File: config.mk
export PLATFORM = sky130hd
export DESIGN_NAME = sipo_stream_packer
export DESIGN_NICKNAME = d
export VERILOG_FILES = /design/src/rtl/sipo_stream_packer.sv
export SDC_FILE = /design/constraint.sdc
export NUM_CORES = 1
export LEC_CHECK = 0
export CORE_ASPECT_RATIO = 1.1
export CORE_MARGIN = 2
export CORE_UTILIZATION = 50
export DETAILED_ROUTE_END_ITERATION = 10
export MAX_ROUTING_LAYER = met4
export PLACE_DENSITY = 0.86
export SYNTH_ARGS = -nofsm -noshare
export SYNTH_HDL_FRONTEND = slang
export SYNTH_SLANG_ARGS = --single-unit
File: constraint.sdc
create_clock -name clk -period 6.7 [get_ports clk]
set_clock_uncertainty 0.2 [all_clocks]
set_input_delay 0.67 -clock clk [delete_from_list [all_inputs] [get_ports clk]]
set_output_delay 0.67 -clock clk [all_outputs]
set_load 0.1 [all_outputs]
File: src/rtl/sipo_stream_packer.sv
// Serial-in/parallel-out stream packer: DEPTH words of WORD_W bits form one frame, with a
// backpressured output holding register. Define SIPO_FLUSH_EN to add the partial-frame flush port.
module sipo_stream_packer #(
   parameter int unsigned WORD_W = 8,
   parameter int unsigned DEPTH  = 8,
   localparam int unsigned CNT_W = $clog2(DEPTH + 1)
) (
   input  logic                    clk,
   input  logic                    rst,
   input  logic                    in_valid,
   output logic                    in_ready,
   input  logic [WORD_W-1:0]       in_data,
   input  logic                    msb_first,
`ifdef SIPO_FLUSH_EN
   input  logic                    flush,
`endif
   output logic                    out_valid,
   input  logic                    out_ready,
   output logic [DEPTH*WORD_W-1:0] out_data,
   output logic [CNT_W-1:0]        out_words,
   output logic [CNT_W-1:0]        fill_cnt,
   output logic                    frame_done
);

   localparam logic [CNT_W-1:0] Full = CNT_W'(DEPTH);

   logic [WORD_W-1:0]       shift_q [DEPTH];
   logic [CNT_W-1:0]        fill_q;
   logic                    order_q;
   logic                    out_valid_q;
   logic [DEPTH*WORD_W-1:0] out_data_q;
   logic [CNT_W-1:0]        out_words_q;
   logic                    frame_done_q;

   logic                    accept;
   logic                    slot_free;
   logic                    cur_msb;
   logic [CNT_W-1:0]        cnt_after;
   logic                    flush_go;
   logic                    xfer;
   logic [WORD_W-1:0]       word;
   logic [DEPTH*WORD_W-1:0] frame;

   assign in_ready  = (fill_q != Full);
   assign accept    = in_valid && in_ready;
   assign slot_free = !out_valid_q || out_ready;
   assign cnt_after = fill_q + CNT_W'(accept);
   // Order is latched on word 0; until then the live input decides.
   assign cur_msb   = (fill_q == '0) ? msb_first : order_q;

`ifdef SIPO_FLUSH_EN
   assign flush_go = flush && slot_free && (fill_q != '0);
`else
   assign flush_go = 1'b0;
`endif

   assign xfer = (slot_free && (cnt_after == Full)) || flush_go;

   // Assemble the outgoing frame, including a word accepted this cycle; unfilled slots stay zero.
   always_comb begin
      frame = '0;
      word  = '0;
      for (int unsigned i = 0; i < DEPTH; i++) begin
         word = (accept && (fill_q == CNT_W'(i))) ? in_data : shift_q[i];
         if (CNT_W'(i) < cnt_after) begin
            if (cur_msb) begin
               frame[(DEPTH-1-i)*WORD_W +: WORD_W] = word;
            end else begin
               frame[i*WORD_W +: WORD_W] = word;
            end
         end
      end
   end

   always_ff @(posedge clk) begin
      if (rst) begin
         fill_q       <= '0;
         order_q      <= 1'b0;
         out_valid_q  <= 1'b0;
         out_data_q   <= '0;
         out_words_q  <= '0;
         frame_done_q <= 1'b0;
         for (int unsigned i = 0; i < DEPTH; i++) begin
            shift_q[i] <= '0;
         end
      end else begin
         frame_done_q <= xfer;
         if (accept && (fill_q == '0)) begin
            order_q <= msb_first;
         end
         for (int unsigned i = 0; i < DEPTH; i++) begin
            if (accept && (fill_q == CNT_W'(i))) begin
               shift_q[i] <= in_data;
            end
         end
         if (xfer) begin
            out_data_q  <= frame;
            out_words_q <= cnt_after;
            out_valid_q <= 1'b1;
            fill_q      <= '0;
         end else begin
            fill_q <= cnt_after;
            if (out_ready) begin
               out_valid_q <= 1'b0;
            end
         end
      end
   end

   assign out_valid  = out_valid_q;
   assign out_data   = out_data_q;
   assign out_words  = out_words_q;
   assign fill_cnt   = fill_q;
   assign frame_done = frame_done_q;

endmodule

==> impl_metrics.toml, run 1 <==
[run_status]
status = "finished clean"

[layout]
final_common_cell = "clkdlybuf4s50_1"
design_area_um2 = 8018
layout_common_cells = "clkdlybuf4s50_1 (87), dfxtp_1 (75), edfxtp_1 (64)"
area_growth_pct = 21.73
nets = 677
drive_above_1_share_pct = 7.407
antenna_cells = 0

[worst_setup_path]
end_kind = "flop"
cp_slowest_stage_delay_ns = 1.16
reg2reg_slack_ns = 1.81
worstPathRequired_ns = 6.79
crit_type = "flop to flop"
crit_fanout = 50
r2r-end = "out_data[46]$_SDFFE_PP0P_"
cp-start-kind = "flop"
ff2ff_path_depth = 8
rr_startpoint = "fill_cnt[1]$_SDFF_PP0_"
crit_family = "simple AND/OR/NAND/NOR gates"
crit_chain = "nor2_1, nand3b_1, and2_1, ha_1, nand3_2, xnor2_4, nand3_1, o221ai_1"
arrival_ns = 4.99
slowest_stage = "nand3_1"
worst-path-buf-inv = 0

[synthesis]
synthCells = 613
synth_area_leaders = "edfxtp_1 (29%), dfxtp_1 (23%), o221ai_1 (8.0%)"
yosys_warnings = 0
ys_types = 45
avgSynthCellArea_um2 = 10.74
synth_nets = 628
async_reset_ff_share_pct = 0
synth_area_um2 = 6586
synth_edf_count = 64
ys_ff_latch = 139
yosysTopAreaCell = "edfxtp_1"
synthDominantCellAreaShare_pct = 29.18
ys_seq_area_share_pct = 51.98
synth_flop_cell = "dfxtp_1"

[clocking]
clk_latency_ns = 0.42
cts_buffers = 17
cts_sinks = 139
cts-root-buf = "clkbuf_16"
htreeDepth = 4
clk_path_buf_depth = 2
ctsHoldBuffers = 0
post_cts_buffers = 0
cts_tree = "yes"
path_clk_slew_ns = 0.06
post_cts_resized = 0

[die]
die_height_um = 124.4
rows = 43
die_area_um2 = 14110
core_area_um2 = 12750
top_level_ports = 88
start_util_pct = 51.65
die_w_um = 113.4

[global_route]
grt_pass1_wl_mm = 28.72
grtUsageTotal_pct = 27.04
grt_start_max_net_pins = 51
overflow = 0
grt_pass1_vias = 5389
antenna_found_initial = 0

[sta]
drv_slew = 0
rsz0062_at_grt = "false"
fin_crit_ns = 4.893
hold_viol = 0
hold_slack_ns = 0.2262
max_slew_margin_pct = 12.84
setup_tns_ns = 0
finalCritPeriodShare_pct = 73.04
setup_viol = 0
fmaxAchievable_mhz = 204.4
tightest_slew_ns = 1.302

[worst_hold_path]
hold_depth = 2
hold_start = "out_words[0]$_SDFFE_PP0P_"
holdPathEnd = "out_words[0]$_SDFFE_PP0P_"
hold_path.class = "flop to flop"

[place]
dp_hpwl_mm = 11.52
place_area_um2 = 7416
io_buffers = 87
place.gp.congestion = 0.8904

[power_and_ir_drop]
intPower_mw = 1.535
p_total_mw = 2.033
power.density_nw_per_um2 = 253.6
vdd_ir_drop_max_mv = 0.1791
combPwrFrac_pct = 9.1
p_sw_mw = 0.4988
clkPwrFrac_pct = 45.4
seqPwrFrac_pct = 45.5
p_sw_share_pct = 24.53
power_leakage_nw = 3.019

[detailed_routing]
antenna_left = 0
drtIter0Drc = 648
finalWirelength_mm = 18.47
vias_per_cell = 6.722
wl_per_cell_um = 22.19
drt-pass1-iter-count = 5
drc = 0
vias = 5593

[run]
cap_viol_max_count = 0
Yosys cell counts, types with 2 or more instances:
master	count
ha_1	2
o311ai_0	27
a211oi_1	6
nor2_1	56
and3b_1	2
a31oi_1	2
edfxtp_1	64
nand2_2	2
o2111ai_1	30
o21ai_1	2
o311ai_1	3
and2_1	2
buf_2	30
nand3_1	3
and3_1	35
nor2b_1	5
nand2_1	24
buf_4	4
nand3b_1	2
nand3_2	2
nor3_1	2
a21boi_0	31
o32ai_1	4
clkbuf_1	25
inv_1	49
o221ai_1	60
dfxtp_1	75
mux2i_1	31
buf_6	3
o211ai_1	15
tightest hold or removal path, cell delays in order, from the launching register on:
cell	delay, ns
dfxtp_1	0.31
inv_1	0.04
nor2_1	0.03
power groups by stage:
stage,combinational [mW],sequential (mW),clock (mW)
floorplan,0.118,0.949,0
detailed placement,0.175,0.943,0
finish,0.184,0.926,0.923
CTS,0.178,0.925,0.923
global placement,0.168,0.942,0
global route,0.194,0.928,0.956
flip-flops by register name, summed over array words and instances (netlist names):
name and cells:
shift_q 64, frame_done 1, out_words 4, out_data 64, order_q 1, out_valid 1
fill_cnt 4
layout make-up:
class | count | area [µm²]
clock buffer | 28 | 569.3
clock inverter | 4 | 21.27
fill | 937 | 4733
inverter | 49 | 183.9
multi-input combinational | 363 | 2715
sequential | 139 | 3423
tap | 157 | 196.4
timing repair buffer | 92 | 908.4
cells by family after synthesis:
group,synth area share (%)
XOR/XNOR,0.6271
flip-flops,51.98
multiplexers,4.939
adder cells (fa/ha/maj),0.3799
AO/OA/AOI/OAI,23.37
AND/OR/NAND/NOR,11.25
buffers and inverters,7.466
worst max-delay path by stage:
stage | to | slack (ns) | startpoint | cells past startpoint
after floorplan | out_data[61]$_SDFFE_PP0P_ | 2.22 | fill_cnt[1]$_SDFF_PP0_ | 12
after global placement | out_data[40]$_SDFFE_PP0P_ | 2.19 | in_valid | 7
after detailed placement | out_data[16]$_SDFFE_PP0P_ | 1.82 | in_valid | 7
after CTS | out_data[46]$_SDFFE_PP0P_ | 1.98 | fill_cnt[1]$_SDFF_PP0_ | 8
after global routing | out_data[37]$_SDFFE_PP0P_ | 1.47 | fill_cnt[1]$_SDFF_PP0_ | 8
final | out_data[46]$_SDFFE_PP0P_ | 1.81 | fill_cnt[1]$_SDFF_PP0_ | 8
routing by layer:
layer  global-route usage (%)  wire (µm)  up-vias
li1                         -          -     2485
met1                    32.10       6838     2661
met2                    42.06       8909      369
met3                    7.397       1851       78
met4                    13.92        867        0
met5                        -          0        -
through the flow:
| stage | util [%] | worst slack [ns] | cells |
|---|---|---|---|
| global placement | 58.16 | 2.187 | 800 |
| detailed placement | 58.16 | 1.821 | 800 |
| global route | 62.88 | 1.474 | 832 |
| finish | 62.88 | 1.807 | 832 |
| floorplan | - | 2.216 | 613 |
| CTS | 62.79 | 1.976 | 832 |
No activity file was read; power rests on OpenSTA's default activity.
==> inputs of run 2 (changes only) <==
==> constraint.sdc (replaced) <==
create_clock -name clk -period 4.6 [get_ports clk]
set_clock_uncertainty 0.2 [all_clocks]
set_input_delay 0.46 -clock clk [delete_from_list [all_inputs] [get_ports clk]]
set_output_delay 0.46 -clock clk [all_outputs]
set_load 0.1 [all_outputs]
==> run 2 against run 1 <==
  * Clock power up 42%
  * Wire length fell by 1.0%
  * Flip-flop and latch count did not move
  * Global-route usage shrank 0.62 points
==> impl_metrics.toml, run 2 (synthesis gave the netlist of run 1 again) <==
[clocking]
clk_path_buf_depth = 2
cts_tree = "yes"
cts_buffers = 17
cts_sinks = 139
htreeDepth = 4
cts-root-buf = "clkbuf_16"
path_clk_slew_ns = 0.05
ctsHoldBuffers = 0
post_cts_resized = 0
clk_latency_ns = 0.42
post_cts_buffers = 0

[worst_setup_path]
end_kind = "flop"
cp-start-kind = "flop"
crit_chain = "nand3b_1, and2_1, ha_1, ha_1, nor2_1, nor4b_4, buf_4, nand3_1, buf_4, o221ai_1"
worstPathRequired_ns = 4.72
crit_type = "flop to flop"
arrival_ns = 3.85
cp_slowest_stage_delay_ns = 0.77
slowest_stage = "dfxtp_1"
crit_fanout = 48

[run]
cap_viol_max_count = 0

[detailed_routing]
finalWirelength_mm = 18.28
wl_per_cell_um = 21.79
antenna_left = 0
drtIter0Drc = 782
drt-pass1-iter-count = 6
vias = 5554
vias_per_cell = 6.620
drc = 0

[sta]
setup_tns_ns = 0
max_slew_margin_pct = 13.45
finalCritPeriodShare_pct = 81.04
fin_crit_ns = 3.728
fmaxAchievable_mhz = 268.3
hold_slack_ns = 0.2231
setup_viol = 0
drv_slew = 0
rsz0062_at_grt = "false"
hold_viol = 0
tightest_slew_ns = 1.292

[place]
io_buffers = 87
dp.cells = 807
place.gp.congestion = 0.9124
dp_hpwl_mm = 11.61

[die]
start_util_pct = 51.65
core_area_um2 = 12750
rows = 43
die_w_um = 113.4
die_area_um2 = 14110
die_height_um = 124.4
top_level_ports = 88

[global_route]
overflow = 0
grt_pass1_vias = 5209
grt_start_max_net_pins = 51
antenna_found_initial = 0
grt_pass1_wl_mm = 28.29
grtUsageTotal_pct = 26.43

[worst_hold_path]
hold_path.class = "flop to flop"

[layout]
n_fill_cell = 927
final_common_cell = "clkdlybuf4s50_1"
area_growth_pct = 21.88
final_cells = 839
antenna_cells = 0
drive_above_1_share_pct = 8.211
nets = 684
layout_common_cells = "clkdlybuf4s50_1 (87), dfxtp_1 (75), edfxtp_1 (64)"

[power_and_ir_drop]
power.density_nw_per_um2 = 364.6
power_leakage_nw = 3.027
vdd_ir_drop_max_mv = 0.2341

[run_status]
status = "finished clean"
[run 2: metrics by stage]
step                      setup WS, ns  total power, mW  area [µm²]  utilization [%]
after CTS                       0.9523            2.915        8028            62.96
after floorplan                 0.1158            1.553        6586                -
after global placement           1.048            1.621        7468            58.57
final                           0.8722            2.927        8028            62.96
after detailed placement        0.8482            1.634        7468            58.57
after global routing            0.7216            3.000        8028            62.96
[run 2: critical path: cells and delay by family, from the launching register on]
kind | cells | cell delay [ns]
flops | 1 | 0.77
buf+inv | 2 | 0.77
compound gates | 1 | 0.26
fa+ha+maj | 2 | 0.58
simple gates | 5 | 1.03
[run 2: where the power goes]
group / internal (mW) / switching [mW] / total, mW
registers: 1.33 / 0.0169 / 1.35
logic: 0.0692 / 0.202 / 0.271
clock network: 0.791 / 0.516 / 1.31
total: 2.19 / 0.735 / 2.93
[run 2: layout make-up]
type	instances	area, µm²	area share [%]
Sequential cell	139	3423	42.64
Multi-Input combinational cell	363	2704	33.68
Timing Repair Buffer	99	960.9	11.97
Clock buffer	19	432.9	5.393
Tap cell	157	196.4	2.447
Inverter	49	183.9	2.291
Clock inverter	13	126.4	1.574
[run 2: metal layers]
layer / GRT usage (%) / share of wire [%] / wire length, µm
met1: 33.84 / 39 / 7202
met2: 40.93 / 48 / 8749
met3: 5.742 / 8.9 / 1632
met4: 10.55 / 3.8 / 694
met5: - / 0 / 0
[run 2: path summary, 6_finish.rpt]
| path | from | endpoint | slack (ns) | cells after the start |
|---|---|---|---|---|
| worst max-delay path | fill_cnt[3]$_SDFF_PP0_ | out_data[40]$_SDFFE_PP0P_ | 0.87 | 10 |
| worst min-delay path | out_words[0]$_SDFFE_PP0P_ | out_words[0]$_SDFFE_PP0P_ | 0.22 | 2 |
| worst max register to register | fill_cnt[3]$_SDFF_PP0_ | out_data[40]$_SDFFE_PP0P_ | 0.87 | 10 |
| worst min register to register | out_words[0]$_SDFFE_PP0P_ | out_words[0]$_SDFFE_PP0P_ | 0.22 | 2 |
==> inputs of run 3 (changes only) <==
--- a/config.mk
+++ b/config.mk
@@ -10,7 +10,7 @@
 export CORE_UTILIZATION = 50
 export DETAILED_ROUTE_END_ITERATION = 10
 export MAX_ROUTING_LAYER = met4
-export PLACE_DENSITY = 0.86
+export PLACE_DENSITY = 0.88
 export SYNTH_ARGS = -nofsm -noshare
 export SYNTH_HDL_FRONTEND = slang
 export SYNTH_SLANG_ARGS = --single-unit
==> constraint.sdc (replaced) <==
create_clock -name clk -period 3.2 [get_ports clk]
set_clock_uncertainty 0.2 [all_clocks]
set_input_delay 0.32 -clock clk [delete_from_list [all_inputs] [get_ports clk]]
set_output_delay 0.32 -clock clk [all_outputs]
set_load 0.1 [all_outputs]
==> run 3 against run 2 <==
  * Utilization rose by 0.40 points
  * Design area increased by 0.64%
  * First-iteration DRC count up 11%
  * Maximum frequency up 35%
  * Combinational power increased by 58%
  * Critical path type unchanged
  * Highest routed layer unchanged
==> impl_metrics.toml, run 3 (synthesis gave the netlist of run 1 again) <==
[sta]
fmaxAchievable_mhz = 361.8
fin_crit_ns = 2.764
fin_ws_ns = 0.4361
hold_viol = 0
hold_slack_ns = 0.2246
rsz0062_at_grt = "false"
max_slew_margin_pct = 35.39
tightest_slew_ns = 0.9661
finalCritPeriodShare_pct = 86.37
setup_viol = 0
drv_slew = 0

[worst_setup_path]
arrival_ns = 2.89
crit_chain = "nand3b_1, and2_4, ha_4, ha_4, nor2_4, nor4b_4, buf_12, o211ai_1, o221ai_1"
slowest_stage = "dfxtp_2"
ff2ff_path_depth = 9
crit_fanout = 46
crit_family = "simple AND/OR/NAND/NOR gates"
crit_type = "flop to flop"
cp_num_cells = 9
cp_slowest_stage_delay_ns = 0.50
worstPathRequired_ns = 3.33
worst-path-buf-inv = 1
end_kind = "flop"
cp-start-kind = "flop"
cp_common_cell = "ha_4"

[clocking]
cts-root-buf = "clkbuf_16"
cts_tree = "yes"
post_cts_resized = 0
clk_path_buf_depth = 2
post_cts_buffers = 0
htreeDepth = 4
ctsHoldBuffers = 0
cts_sinks = 139
cts_buffers = 17
clk_latency_ns = 0.42
path_clk_slew_ns = 0.06

[layout]
layout_common_cells = "buf_4 (87), dfxtp_1 (71), edfxtp_1 (64)"
fin_util_pct = 63.36
antenna_cells = 0
n_fill_cell = 900
area_growth_pct = 22.66
nets = 691
final_common_cell = "buf_4"
drive_above_1_share_pct = 22.06

[global_route]
antenna_found_initial = 0
grt_pass1_vias = 5304
overflow = 0
grtUsageTotal_pct = 26.92
grt_start_max_net_pins = 51
grt_pass1_wl_mm = 28.86

[detailed_routing]
antenna_left = 0
drtIter0Drc = 869
drt-pass1-iter-count = 6
wl_per_cell_um = 22.50
vias = 5732
finalWirelength_mm = 19.03
vias_per_cell = 6.775
drc = 0

[run]
cap_viol_max_count = 0

[place]
io_buffers = 87
dp_hpwl_mm = 12.09
place.gp.congestion = 0.9297
preCtsSetupSlack_ns = 0.3826

[worst_hold_path]
hold_depth = 2
hold_path.class = "flop to flop"

[die]
rows = 43
core_area_um2 = 12750
die_area_um2 = 14110
top_level_ports = 88
start_util_pct = 51.65
die_w_um = 113.4
die_height_um = 124.4

[power_and_ir_drop]
vdd_ir_drop_max_mv = 0.3518
power_leakage_nw = 3.258
power.density_nw_per_um2 = 542.4

[run_status]
status = "finished clean"
==> run 3: metal layers <==
layer | global-route usage (%) | routed length [µm]
met3 | 5.693 | 1778
met1 | 34.00 | 7359
met2 | 41.95 | 8996
met5 | - | 0
met4 | 11.55 | 896
==> run 3: worst paths after layout <==
check / from / to / slack (ns)
max: fill_cnt[2]$_SDFF_PP0_ / out_data[15]$_SDFFE_PP0P_ / 0.44
min reg2reg: out_words[1]$_SDFFE_PP0P_ / out_words[1]$_SDFFE_PP0P_ / 0.22
max reg2reg: fill_cnt[2]$_SDFF_PP0_ / out_data[15]$_SDFFE_PP0P_ / 0.44
min: out_words[1]$_SDFFE_PP0P_ / out_words[1]$_SDFFE_PP0P_ / 0.22
==> run 3: per-stage QoR <==
stage          instance area, µm²  power (mW)  setup TNS, ns  instances
6_report                     8079       4.382              0        846
5_1_grt                      8079       4.467              0        846
4_1_cts                      8079       4.356              0        846
3_5_place_dp                 7471       2.386              0        814
3_3_place_gp                 7471       2.363              0        814
2_1_floorplan                6749       2.274         -24.28        613
==> run 3: final cells by class <==
class | instances | area, µm² | share of cell area (%)
clock inverter | 14 | 157.7 | 1.951
tap | 157 | 196.4 | 2.431
clock buffer | 18 | 450.4 | 5.575
multi-input combinational | 363 | 2791 | 34.55
sequential | 139 | 3436 | 42.53
timing repair buffer | 106 | 863.3 | 10.69
inverter | 49 | 183.9 | 2.277
==> run 3: where the power goes <==
group	total (mW)	internal (mW)	switching, mW
combinational	0.427	0.117	0.310
clock	2.01	1.21	0.806
sequential	1.94	1.91	0.0274
==> run 3: tightest hold or removal path, delay by kind of cell (launching register included) <==
kind          cells  cell delay, ns
buf+inv           1            0.05
simple gates      1            0.03
flops             1            0.31
==> edit 1, RTL diff (settings of run 2) <==
Change the parameter `WORD_W` from 8 to 10.
--- a/src/rtl/sipo_stream_packer.sv
+++ b/src/rtl/sipo_stream_packer.sv
@@ -1,7 +1,7 @@
 // Serial-in/parallel-out stream packer: DEPTH words of WORD_W bits form one frame, with a
 // backpressured output holding register. Define SIPO_FLUSH_EN to add the partial-frame flush port.
 module sipo_stream_packer #(
-   parameter int unsigned WORD_W = 8,
+   parameter int unsigned WORD_W = 10,
    parameter int unsigned DEPTH  = 8,
    localparam int unsigned CNT_W = $clog2(DEPTH + 1)
 ) (
Ports: changed (resized in_data and out_data); port bits go from 88 to 106. The function was not compared with the original's and may differ.
==> edit 1 against run 2 <==
Final area is 19% higher. Highest routed layer unchanged. Sequential cell count grew 32. Largest cell class unchanged. Maximum frequency down 7.2%. Routed wire length rose by 22%. Synthesized area increased by 19%. Worst setup slack lost 0.29 ns. Critical endpoint is now out_data[68]. Sequential share of layout area increased by 1.7 points. Power grew 14%.
==> edit 1: results (changes against run 2) <==
post-place setup slack: 0.632 ns (was 0.848 ns)
initial antenna violation count: 0 (unchanged)
vias in the first global route: 6094 (was 5209)
peak supply drop: 0.000331 V (was 0.000234 V)
CP max stage delay: 1.06 ns (was 0.77 ns)
Critical Path Fanout Max: 43 (was 48)
switching share of power: 0.265 (was 0.251)
Vias: 6491 (was 5554)
largest net degree at the start of global routing: 67 (was 51)
R2R depth: 10 (unchanged)
normalized max-slew margin: 0.231 (was 0.134)
compound-cell area share of the yosys netlist: 0.232 (was 0.234)
Antenna Diode Count: 0 (unchanged)
syn avg cell area: 11.6 sq um (was 10.7 sq um)
mux contribution to synthesized area: 0.0789 (was 0.0494)
port bufs: 105 (was 87)
GRT Total Usage: 0.276 (was 0.264)
Critical Path AT: 4.08 ns (was 3.85 ns)
vias per inst: 6.79 (was 6.62)
post-CTS setup buffer count: 0 (unchanged)
met1 Use GR: 0.348 (was 0.338)
Syn Nets: 696 (was 628)
max_cap viols: 0 (unchanged)
worst min-delay path category: reg -> reg (unchanged)
post-synthesis adder-cell area fraction: 0.00319 (was 0.00380)
most instantiated cells after synthesis: 91 x dfxtp_1, 80 x edfxtp_1, 77 x o211ai_1 (was 75 x dfxtp_1, 64 x edfxtp_1, 60 x o221ai_1)
post-synthesis sequential area ratio: 0.538 (was 0.520)
1st-iter DRT viols: 920 (was 782)
met3 usage: 0.0589 (was 0.0574)
placed insts: 924 (was 807)
synth top area cells: edfxtp_1 31%, dfxtp_1 23%, o221ai_1 7.6% (was edfxtp_1 29%, dfxtp_1 23%, o221ai_1 8.0%)
# nets final: 760 (was 684)
first-pass GRT wire length: 34.0 mm (was 28.3 mm)
DR pass1 iterations: 7 (was 6)
Top Family by Delay on Critical Path: simple AND/OR/NAND/NOR gates (unchanged)
final wirelength: 22.3 mm (was 18.3 mm)
Leak: 0.00365 uW (was 0.00303 uW)
Worst path slowest cell: or4_2 (was dfxtp_1)
count of cell types in the netlist: 49 (was 45)
Post-DP Area: 8970 sq um (was 7470 sq um)
post-synthesis xor/xnor area fraction: 0.00430 (was 0.00627)
GRT met2 Usage: 0.418 (was 0.409)
clock slew at reported path FFs: 0.07 ns (was 0.05 ns)
DRT met1 WL: 8.19 mm (was 7.20 mm)
GP Congestion: 0.906 (was 0.912)
number of synthesized flops with an enable pin: 80 (was 64)
status: finished clean (unchanged)
Final HPWL DP: 14.0 mm (was 11.6 mm)
met3 WL post-DR: 2.22 mm (was 1.63 mm)
synth warn: 0 (unchanged)
setup violators final: 0 (unchanged)
share of layout cells above drive strength 1: 0.122 (was 0.0821)
met2 routed WL: 10.8 mm (was 8.75 mm)
number of fill cells: 1101 (was 927)
edit 1: changes by cell type after synthesis, sizes merged, moves of 18 or more:
cell / change
o221ai: +18
o311ai: -30
inv: -32
clkbuf: +21
o2111ai: -30
o211ai: +82
mux2i: +29
edit 1: cell type report:
cell class	count	area, sq um	share of cell area
clock buffers	21	472	0.0495
clock inverters	11	83.8	0.00880
inverters	17	63.8	0.00670
multi-input cells	415	3230	0.339
flip-flops and latches	171	4230	0.443
well taps	200	250	0.0263
repair buffers	121	1210	0.127
edit 1: worst paths after layout:
path	start	endpoint	slack, ns
worst max register to register	fill_cnt[1]	out_data[68]	0.58
worst max-delay path	fill_cnt[1]	out_data[68]	0.58
worst min register to register	out_words[1]	out_words[1]	0.22
worst min-delay path	out_words[1]	out_words[1]	0.22
edit 1: power by group through the flow:
stage	registers, uW	logic (uW)	clock network, uW
finish	1660	333	1360
global route	1660	351	1410
CTS	1660	322	1360
detailed placement	1690	318	0
global placement	1690	304	0
floorplan	1700	222	0
==> edit 2, RTL diff (settings of run 2) <==
Without the edit above. Put one more register stage on the output `fill_cnt`, cleared by the reset. The value now appears one clock later. The other outputs are not delayed to match.
--- a/src/rtl/sipo_stream_packer.sv
+++ b/src/rtl/sipo_stream_packer.sv
@@ -110,7 +110,13 @@
    assign out_valid  = out_valid_q;
    assign out_data   = out_data_q;
    assign out_words  = out_words_q;
-   assign fill_cnt   = fill_q;
+   always_ff @(posedge clk) begin
+      if (rst) begin
+         fill_cnt <= '0;
+      end else begin
+         fill_cnt <= fill_q;
+      end
+   end
    assign frame_done = frame_done_q;
 
 endmodule
Check against the original RTL: not equivalent (a bounded check fails within 4 cycles, from zero or initial values and one cycle with rst high).
==> edit 2 against run 2 <==
Sequential cell count increased by 4. Highest routed layer unchanged. Global-route usage decreased by 1.1 points. Power decreased by 0.75%. Routed wire length decreased by 4.4%. Maximum frequency increased by 6.8%. Synthesized area increased by 1.5%. Final area increased by 1.2%. Critical path depth unchanged. Hold slack about the same. Worst setup slack improved by 0.24 ns. Count of clock-buffer cells in the layout increased by 1. Via count decreased by 1.3%. Sequential power increased by 3%. Combinational power decreased by 3%.
==> edit 2: results (changes against run 2) <==
buffering overhead: 0.120 (about the same)
clk_buf instances: 20 (was 19)
footprint of the multi-input gates: 2720 sq um (was 2700 sq um)
Seq cells post-synth: 143 (was 139)
count of cell types in the netlist: 46 (was 45)
vias in the first global route: 5178 (was 5209)
synth top area cells: edfxtp_1 29%, dfxtp_1 24%, o221ai_1 7.9% (was edfxtp_1 29%, dfxtp_1 23%, o221ai_1 8.0%)
nonclk buf count: 101 (was 99)
Clock Path Buffers: 2 (unchanged)
clock network area share: 0.0665 (was 0.0697)
Comb. pwr: 262 uW (was 271 uW)
first-pass GRT wire length: 27.4 mm (was 28.3 mm)
# nets final: 694 (was 684)
normalized max-slew margin: 0.337 (was 0.134)
Post-DP Area: 7590 sq um (was 7470 sq um)
Seq pwr share: 0.477 (was 0.461)
Int Pwr: 2190 uW (about the same)
most instantiated cells after synthesis: 79 x dfxtp_1, 64 x edfxtp_1, 60 x o221ai_1 (was 75 x dfxtp_1, 64 x edfxtp_1, 60 x o221ai_1)
comb_multi_in: 367 (was 363)
compound-cell area share of the yosys netlist: 0.230 (was 0.234)
Critical Path AT: 3.62 ns (was 3.85 ns)
clock slew at reported path FFs: 0.06 ns
post-synthesis sequential area ratio: 0.524 (was 0.520)
GP Congestion: 0.885 (was 0.912)
peak supply drop: 0.000256 V (was 0.000234 V)
Final HPWL DP: 11.7 mm (was 11.6 mm)
switching share of power: 0.247 (was 0.251)
Layout Cells excl Fill: 853 (was 839)
fraction of area in multi-input gates: 0.335 (was 0.337)
GRT Total Usage: 0.253 (was 0.264)
Leak: 0.00308 uW (was 0.00303 uW)
post-synthesis xor/xnor area fraction: 0.00617 (was 0.00627)
CP max stage delay: 0.75 ns (was 0.77 ns)
placed insts: 821 (was 807)
vias per inst: 6.43 (was 6.62)
status: finished clean (unchanged)
number of fill cells: 1020 (was 927)
port bufs: 87 (unchanged)
Seq. cell area: 3500 sq um (was 3420 sq um)
Syn Nets: 638 (was 628)
1st-iter DRT viols: 561 (was 782)
post-place setup slack: 1.13 ns (was 0.848 ns)
[edit 2: metal layers]
| metal | vias up | GRT usage | part of all wire |
|---|---|---|---|
| li1 | 2517 | - | - |
| met1 | 2678 | 0.301 | 0.39 |
| met2 | 256 | 0.418 | 0.52 |
| met3 | 33 | 0.0499 | 0.064 |
| met4 | 0 | 0.108 | 0.026 |
| met5 | - | - | 0 |
[edit 2: cells by family after synthesis]
group / Yosys count
compound gates: 185
mux: 32
flops: 143
fa+ha+maj: 2
xor+xnor: 3
buf+inv: 113
simple gates: 145
[edit 2: path summary, 6_finish.rpt]
kind	startpoint	end	slack, ns	cells past startpoint
max	fill_q[3]	out_data[19]	1.11	10
min	out_words[0]	out_words[0]	0.22	2
max reg2reg	fill_q[3]	out_data[19]	1.11	10
min reg2reg	out_words[0]	out_words[0]	0.22	2
[edit 2: tightest hold or removal path, delay by kind of cell, from the launching register on]
kind / cells / cell delay, ns
simple gates: 1 / 0.03
buf+inv: 1 / 0.04
flops: 1 / 0.30
